**config.mk**
```make
export PLATFORM = sky130hd
export DESIGN_NAME = operand_adder_seq
export DESIGN_NICKNAME = d
export VERILOG_FILES = /design/src/rtl/operand_adder_seq.sv
export SDC_FILE = /design/constraint.sdc
export NUM_CORES = 1
export LEC_CHECK = 0
export BUFFER_PORTS_ARGS = -buffer_cell sky130_fd_sc_hd__buf_2
export CAP_MARGIN = 20
export CORE_ASPECT_RATIO = 1.5
export CORE_MARGIN = 1.5
export CORE_UTILIZATION = 50
export CTS_CLUSTER_DIAMETER = 40
export DETAILED_ROUTE_END_ITERATION = 12
export GPL_ROUTABILITY_DRIVEN = 0
export HOLD_SLACK_MARGIN = 0.03
export PLACE_DENSITY = 0.68
export SYNTH_ARGS = -nofsm -noshare
export SYNTH_HDL_FRONTEND = slang
export SYNTH_SLANG_ARGS = --single-unit
```
**constraint.sdc**
```tcl
create_clock -name clk -period 2.56 [get_ports clk]
set_input_delay 0.256 -clock clk [delete_from_list [all_inputs] [get_ports clk]]
set_output_delay 0.256 -clock clk [all_outputs]
set_load 0.02 [all_outputs]
```
**src/rtl/operand_adder_seq.sv**
```systemverilog
// operand_adder_seq: front end for the two-operand signed adder display.
// Captures two 4-bit two's-complement operands from the switches on debounced
// key presses, then computes a 4-bit sum and a signed-overflow flag.
// Ports:
//   clk, rst_n       - clock, asynchronous active-low reset
//   sw[3:0]          - operand switches (asynchronous)
//   key_n            - raw pushbutton, active-low, bouncy (asynchronous)
//   input1, input2   - captured operands A and B
//   sum, overflow    - A+B mod 16 and signed overflow of A+B
//   result_valid     - sum/overflow reflect the current operands
//   state[1:0]       - FSM state for LEDs
module operand_adder_seq #(
  parameter int unsigned DEBOUNCE_CYCLES = 500000
) (
  input  logic       clk,
  input  logic       rst_n,
  input  logic [3:0] sw,
  input  logic       key_n,
  output logic [3:0] input1,
  output logic [3:0] input2,
  output logic [3:0] sum,
  output logic       overflow,
  output logic       result_valid,
  output logic [1:0] state
);

  localparam int unsigned OP_W  = 4;
  localparam int unsigned CNT_W = $clog2(DEBOUNCE_CYCLES + 1);

  typedef enum logic [1:0] {
    LOAD_A = 2'b00,
    LOAD_B = 2'b01,
    CALC   = 2'b10,
    SHOW   = 2'b11
  } state_e;

  logic             key_meta_q, key_meta_d;
  logic             key_sync_q, key_sync_d;
  logic [OP_W-1:0]  sw_meta_q, sw_meta_d;
  logic [OP_W-1:0]  sw_sync_q, sw_sync_d;
  logic             db_key_q, db_key_d;
  logic [CNT_W-1:0] db_cnt_q, db_cnt_d;
  logic             press_q, press_d;
  state_e           state_q, state_d;
  logic [OP_W-1:0]  input1_q, input1_d;
  logic [OP_W-1:0]  input2_q, input2_d;
  logic [OP_W-1:0]  sum_q, sum_d;
  logic             overflow_q, overflow_d;
  logic             valid_q, valid_d;
  logic [OP_W-1:0]  sum_calc;

  // Two-flop synchronizers for the asynchronous key and switches.
  always_comb begin
    key_meta_d = key_n;
    key_sync_d = key_meta_q;
    sw_meta_d  = sw;
    sw_sync_d  = sw_meta_q;
  end

  // Debounce: count consecutive cycles the synced key disagrees with the
  // debounced level; any agreement restarts the count. A press pulse is
  // registered on the debounced 1->0 change only.
  always_comb begin
    db_key_d = db_key_q;
    db_cnt_d = db_cnt_q;
    press_d  = 1'b0;
    if (key_sync_q == db_key_q) begin
      db_cnt_d = '0;
    end else if (db_cnt_q == CNT_W'(DEBOUNCE_CYCLES)) begin
      db_key_d = key_sync_q;
      db_cnt_d = '0;
      press_d  = ~key_sync_q;
    end else begin
      db_cnt_d = db_cnt_q + CNT_W'(1);
    end
  end

  assign sum_calc = input1_q + input2_q;

  // Operand entry / result FSM.
  always_comb begin
    state_d    = state_q;
    input1_d   = input1_q;
    input2_d   = input2_q;
    sum_d      = sum_q;
    overflow_d = overflow_q;
    valid_d    = valid_q;
    unique case (state_q)
      LOAD_A: begin
        if (press_q) begin
          input1_d = sw_sync_q;
          state_d  = LOAD_B;
        end
      end
      LOAD_B: begin
        if (press_q) begin
          input2_d = sw_sync_q;
          state_d  = CALC;
        end
      end
      CALC: begin
        sum_d      = sum_calc;
        overflow_d = (input1_q[OP_W-1] == input2_q[OP_W-1]) &&
                     (sum_calc[OP_W-1] != input1_q[OP_W-1]);
        valid_d    = 1'b1;
        state_d    = SHOW;
      end
      SHOW: begin
        // A new press starts the next entry with operand A already captured.
        if (press_q) begin
          input1_d   = sw_sync_q;
          input2_d   = '0;
          sum_d      = '0;
          overflow_d = 1'b0;
          valid_d    = 1'b0;
          state_d    = LOAD_B;
        end
      end
      default: state_d = LOAD_A;
    endcase
  end

  always_ff @(posedge clk or negedge rst_n) begin
    if (!rst_n) begin
      key_meta_q <= 1'b1;
      key_sync_q <= 1'b1;
      sw_meta_q  <= '0;
      sw_sync_q  <= '0;
      db_key_q   <= 1'b1;
      db_cnt_q   <= '0;
      press_q    <= 1'b0;
      state_q    <= LOAD_A;
      input1_q   <= '0;
      input2_q   <= '0;
      sum_q      <= '0;
      overflow_q <= 1'b0;
      valid_q    <= 1'b0;
    end else begin
      key_meta_q <= key_meta_d;
      key_sync_q <= key_sync_d;
      sw_meta_q  <= sw_meta_d;
      sw_sync_q  <= sw_sync_d;
      db_key_q   <= db_key_d;
      db_cnt_q   <= db_cnt_d;
      press_q    <= press_d;
      state_q    <= state_d;
      input1_q   <= input1_d;
      input2_q   <= input2_d;
      sum_q      <= sum_d;
      overflow_q <= overflow_d;
      valid_q    <= valid_d;
    end
  end

  assign input1       = input1_q;
  assign input2       = input2_q;
  assign sum          = sum_q;
  assign overflow     = overflow_q;
  assign result_valid = valid_q;
  assign state        = state_q;

endmodule

```
==> results of run 1 <==
## logic make-up after synthesis
family | Yosys count | synth area share
compound gates | 28 | 0.0872
xor+xnor | 17 | 0.0678
fa+ha+maj | 9 | 0.0547
buf+inv | 16 | 0.0279
flops | 47 | 0.537
mux | 9 | 0.0456
simple gates | 71 | 0.179
## power groups by stage
| stage | combinational [mW] | sequential, mW | clock [mW] |
|---|---|---|---|
| 2_1_floorplan | 0.0139 | 0.776 | 0 |
| 3_3_place_gp | 0.0351 | 0.779 | 0 |
| 3_5_place_dp | 0.0369 | 0.779 | 0 |
| 4_1_cts | 0.0370 | 0.765 | 0.648 |
| 5_1_grt | 0.0463 | 0.766 | 0.674 |
| 6_report | 0.0404 | 0.764 | 0.634 |
## metrics by stage
stage          total power, mW  setup slack [ns]  hold WS [ns]
2_1_floorplan            0.790             0.695       -0.0396
3_3_place_gp             0.814             0.621         0.333
3_5_place_dp             0.816             0.574         0.337
4_1_cts                   1.45             0.530        0.0399
5_1_grt                   1.49             0.460        0.0388
6_report                  1.44             0.553        0.0514
## cell usage after synthesis, types with 3 or more instances
cell type and n:
dfrtp_1 44, nor2_1 18, nand3_1 13, inv_1 11, nand2_1 11, xnor2_1 10, ha_1 8, o21ai_0 7
o22ai_1 7, xor2_1 7, a21oi_1 5, clkbuf_1 4, mux2_2 4, mux2i_1 4, o21a_1 4, dfstp_2 3
nor2b_1 3, nor4b_1 3, o31ai_1 3, or4_1 3
## layer usage
layer  wire length, um  up-vias  global-route usage
met4               171        0               0.104
met3               119       11              0.0339
met2              2240       37               0.331
met1              1630      729               0.210
li1                  -      744                   -
met5                 0        -                   0
## flip-flops by register name, summed over array words and instances (netlist names), 2 cells and up
| name | count |
|---|---|
| db_cnt_q | 19 |
| input1 | 4 |
| input2 | 4 |
| sum | 4 |
| sw_meta_q | 4 |
| sw_sync_q | 4 |
| state | 2 |
## worst min-delay path by stage
| stage | from | endpoint | slack, ns | depth (start not counted) |
|---|---|---|---|---|
| 4_1_cts | key_n | key_meta_q | 0.04 | 1 |
| 3_5_place_dp | sw_meta_q[0] | sw_sync_q[0] | 0.34 | 0 |
| 3_3_place_gp | sw_meta_q[3] | sw_sync_q[3] | 0.33 | 0 |
| 2_1_floorplan | rst_n | db_cnt_q[0] | -0.04 | 0 |
| 5_1_grt | key_n | key_meta_q | 0.04 | 1 |
| 6_report | key_n | key_meta_q | 0.05 | 1 |
## cell type report
class,instances,share of cell area
sequential,47,0.469
multi-input combinational,134,0.380
timing repair buffer,25,0.0587
clock buffer,6,0.0289
clock inverter,2,0.0239
tap,46,0.0229
inverter,11,0.0164
==> flow_summary.ini, run 1 <==
[outcome]
outcome = complete, no violations

[placement]
port_buffers = 22
dp.cells = 261
placed_area_sq_um = 2350
hpwl_mm = 3.01

[finish]
area_growth_syn_to_layout_pct = 14.5
diodes = 0
design_area_sq_um = 2510
drive_gt1_frac = 0.200
final_common_cell = dfrtp_1
final_core_util = 0.597
nets = 240
final_cell_mix = dfrtp_1, buf_2, nor2_1
final_cells = 271
area.sequential_sq_um = 1180
multi_input_area_sq_um = 955
n_fill_cell = 365

[power]
pwr-share-clk = 0.441
p_leak_nw = 1.17
power.internal_mw = 1.16
comb_power_share = 0.028
irDropWorstVdd_mv = 0.520
p_seq_frac = 0.531
switching_share = 0.193
power_density_nw_per_um2 = 572
switching_power_uw = 278

[drt]
vias = 1521
drt_wl_total_mm = 4.17
drc = 0
post_drt_via_cell_ratio = 5.61
drtIter0Drc = 95
antenna_left = 0
wl_per_cell_um = 15.4
firstDrtPassIters = 4

[global_route]
grt.total_usage = 0.188
grt_max_degree = 48
antenna_found_initial = 0
grt_overflow = 0
grt_pass1_wl_mm = 6.98
grt_pass1_vias = 1555

[critical_path]
path_class = flip-flop to flip-flop
worst_path_max_delay_cell = o41ai_4
crit_chain = or4b_4 > o41ai_4 > buf_4 > nor2_1
arrival_ns = 2.20
worst-path-max-fanout = 10
critPathLaunch = db_cnt_q[4]
crit_cells = 4
critPathBufInv = 1
r2r_end = db_cnt_q[8]
cp-start-kind = flip-flop
rr_worst_depth = 4
r2r_slack_ns = 0.55
slowest_delay_ns = 0.57
cp-end-kind = flip-flop
required_ns = 2.75
reg2reg_from = db_cnt_q[4]
crit_family = simple AND/OR/NAND/NOR gates
worst_setup_path_endpoint = db_cnt_q[8]

[yosys]
ys_ff_latch = 47
synth_area_sq_um = 2200
synthArstFlopShare = 1.00
seq_area_frac_synth = 0.537
synth.distinct_cells = 41
syn_inst = 197
synth_top_cell_area_share = 0.501
synth_nets = 213
ys_warn_count = 0
synth-edff-count = 0
yosysTopAreaCell = dfrtp_1
syn_avg_cell_area_sq_um = 11.1
synth_area_leaders = dfrtp_1, ha_1, xnor2_1
synthFlopType = dfrtp_1

[floorplan]
dieArea_sq_um = 4810
design.core.area_sq_um = 4210
die_x_um = 57.1
row_count = 29
fp.dieH_um = 84.2
ios = 23
start_util = 0.522

[clocking]
cts_hold_buf = 0
h-tree-depth = 2
tritoncts = done
cts_root_buffer = clkbuf_8
clock_latency_ns = 0.30
post_cts_buffers = 0
clk_pin_slew_ns = 0.08
cts_max_path_buffers = 2
cts_buffers = 5
clkSinkCount = 47
cts_resized = 0

[sta]
finClkSkew_ns = 0.00704
finalSetupTns_ns = 0
setup_viol = 0
fmax_ghz = 0.498
period_share = 0.784
hold_viol = 0
rsz0062_at_grt = no
min_period_ns = 2.01
relSlewSlack = 0.592
max_slew.worst_pin.slew_ns = 0.606
slew_viol_final = 0

[job]
drv_cap = 0

[min_path]
hold_class = input port to flip-flop
Note: power is estimated with default switching activity, not from simulation.
==> inputs of run 2 (changes only) <==
- clock period: 2.56 -> 2 ns (I/O delays scaled with it)
==> run 2 against run 1 <==
Global-route usage up 0.22 points. First-iteration DRC count down 16%. Sequential share of layout area down 0.42 points. Highest routed layer unchanged. Non-clock buffer count up 9. Sequential cell count unchanged. Sequential power up 28%. Routed wire length down 1.6%. Die area unchanged. Largest power group unchanged. Critical path depth down 1. Power up 11%. Final area up 0.90%. Register-to-register slack worse by 0.48 ns.
==> flow_summary.ini, run 2 (synthesized netlist as in run 1, its figures left out) <==
[outcome]
outcome = complete, no violations

[global_route]
grt_max_degree = 19
grt.total_usage = 0.191
grt_overflow = 0
grt_pass1_wl_mm = 7.26
antenna_found_initial = 0
grt_pass1_vias = 1677

[power]
switching_share = 0.222
power.internal_mw = 1.24
p_seq_frac = 0.615
irDropWorstVdd_mv = 0.462
switching_power_uw = 354
p_leak_nw = 1.19
power_density_nw_per_um2 = 628
comb_power_share = 0.037
pwr-share-clk = 0.348

[min_path]
hold_class = input port to asynchronous set/reset pin

[placement]
dp.cells = 266
hpwl_mm = 3.14
port_buffers = 22

[sta]
hold_viol = 0
finClkSkew_ns = 0.00775
relSlewSlack = 0.681
fmax_ghz = 0.518
finalSetupTns_ns = 0
rsz0062_at_grt = no
slew_viol_final = 0
period_share = 0.965
setup_viol = 0
max_slew.worst_pin.slew_ns = 0.478
min_period_ns = 1.93

[finish]
final_core_util = 0.603
final_common_cell = dfrtp_1
final_cell_mix = dfrtp_1, buf_2, nor2_1
multi_input_area_sq_um = 955
final_cells = 280
diodes = 0
largest_reg_flops = 19
n_fill_cell = 345
nets = 249
area_growth_syn_to_layout_pct = 15.5
drive_gt1_frac = 0.214
area.sequential_sq_um = 1180
regMostFlops = db_cnt_q

[critical_path]
worst_path_max_delay_cell = or4b_4
rr_worst_depth = 3
crit_cells = 3
worst-path-max-fanout = 4
r2r_end = db_key_q
critPathBufInv = 0
cp-end-kind = flip-flop
crit_chain = or4b_4 > or4_4 > mux2_4
slowest_delay_ns = 0.57
path_class = flip-flop to flip-flop
required_ns = 2.22
cp-start-kind = flip-flop
critPathLaunch = db_cnt_q[6]
crit_family = simple AND/OR/NAND/NOR gates
r2r_slack_ns = 0.07
arrival_ns = 2.15
worst_setup_path_endpoint = db_key_q
reg2reg_from = db_cnt_q[6]

[drt]
wl_per_cell_um = 14.6
drtIter0Drc = 80
vias = 1576
antenna_left = 0
firstDrtPassIters = 4
post_drt_via_cell_ratio = 5.63
drt_wl_total_mm = 4.10
drc = 0

[clocking]
cts_root_buffer = clkbuf_8
clock_latency_ns = 0.30
cts_resized = 0
h-tree-depth = 2
clk_pin_slew_ns = 0.09
cts_max_path_buffers = 2
clkSinkCount = 47
cts_buffers = 5
tritoncts = done
post_cts_buffers = 0
cts_hold_buf = 6

[floorplan]
start_util = 0.522
die_x_um = 57.1
design.core.area_sq_um = 4210
fp.dieH_um = 84.2
row_count = 29
ios = 23
dieArea_sq_um = 4810

[job]
drv_cap = 0
[run 2: changes by cell type in the layout (fill, tap and decap cells not counted), sizes merged]
cell | previous run | this run
dlygate4sd3 | 1 | 6
buf | 24 | 28
bufinv | 2 | 0
clkinv | 0 | 2
clkbuf | 6 | 5
inv | 11 | 12
[run 2: final cells by class]
cell class              instances  share of cell area
well taps                      46              0.0227
repair buffers                 34              0.0849
clock inverters                 3             0.00740
inverters                      11              0.0163
clock buffers                   5              0.0271
multi-input cells             134               0.376
flip-flops and latches         47               0.465
[run 2: how the worst min path moves through the flow]
stage	depth (start not counted)	slack (ns)	startpoint	to
6_report	2	0.34	rst_n	sum[1]
4_1_cts	2	0.34	rst_n	sum[1]
3_3_place_gp	1	0.13	rst_n	input1[1]
3_5_place_dp	1	0.13	rst_n	input1[1]
5_1_grt	2	0.36	rst_n	sum[1]
2_1_floorplan	0	-0.1	rst_n	db_cnt_q[0]
[run 2: per-stage QoR]
| stage | hold WS, ns | cell area (sq um) | setup slack, ns | total power, mW |
|---|---|---|---|---|
| 2_1_floorplan | -0.0956 | 2200 | 0.135 | 1.01 |
| 3_3_place_gp | 0.128 | 2390 | 0.118 | 1.05 |
| 3_5_place_dp | 0.133 | 2390 | 0.0835 | 1.05 |
| 4_1_cts | 0.344 | 2540 | 0.0671 | 1.62 |
| 5_1_grt | 0.361 | 2540 | 0.0216 | 1.66 |
| 6_report | 0.342 | 2540 | 0.0708 | 1.59 |
[run 2: worst reg2reg max path, stage by stage (launching register included)]
cell	delay, ns
dfrtp_1	0.42
or4b_4	0.57
or4_4	0.55
mux2_4	0.31
[run 2: power groups by stage]
stage	Clock, mW	Combinational (mW)	Sequential (mW)
after floorplan	0	0.0178	0.994
after global placement	0	0.0492	0.997
after detailed placement	0	0.0521	0.998
after CTS	0.581	0.0614	0.979
after global routing	0.609	0.0679	0.982
final	0.554	0.0591	0.979
[run 2: layer usage]
| layer | routed length [um] | share of wire | track usage | vias up |
|---|---|---|---|---|
| met5 | 0 | 0 | 0 | - |
| met4 | 90 | 0.022 | 0.0803 | 0 |
| met3 | 116 | 0.028 | 0.0339 | 8 |
| met2 | 2350 | 0.57 | 0.359 | 31 |
| met1 | 1550 | 0.38 | 0.201 | 776 |
| li1 | - | - | - | 761 |
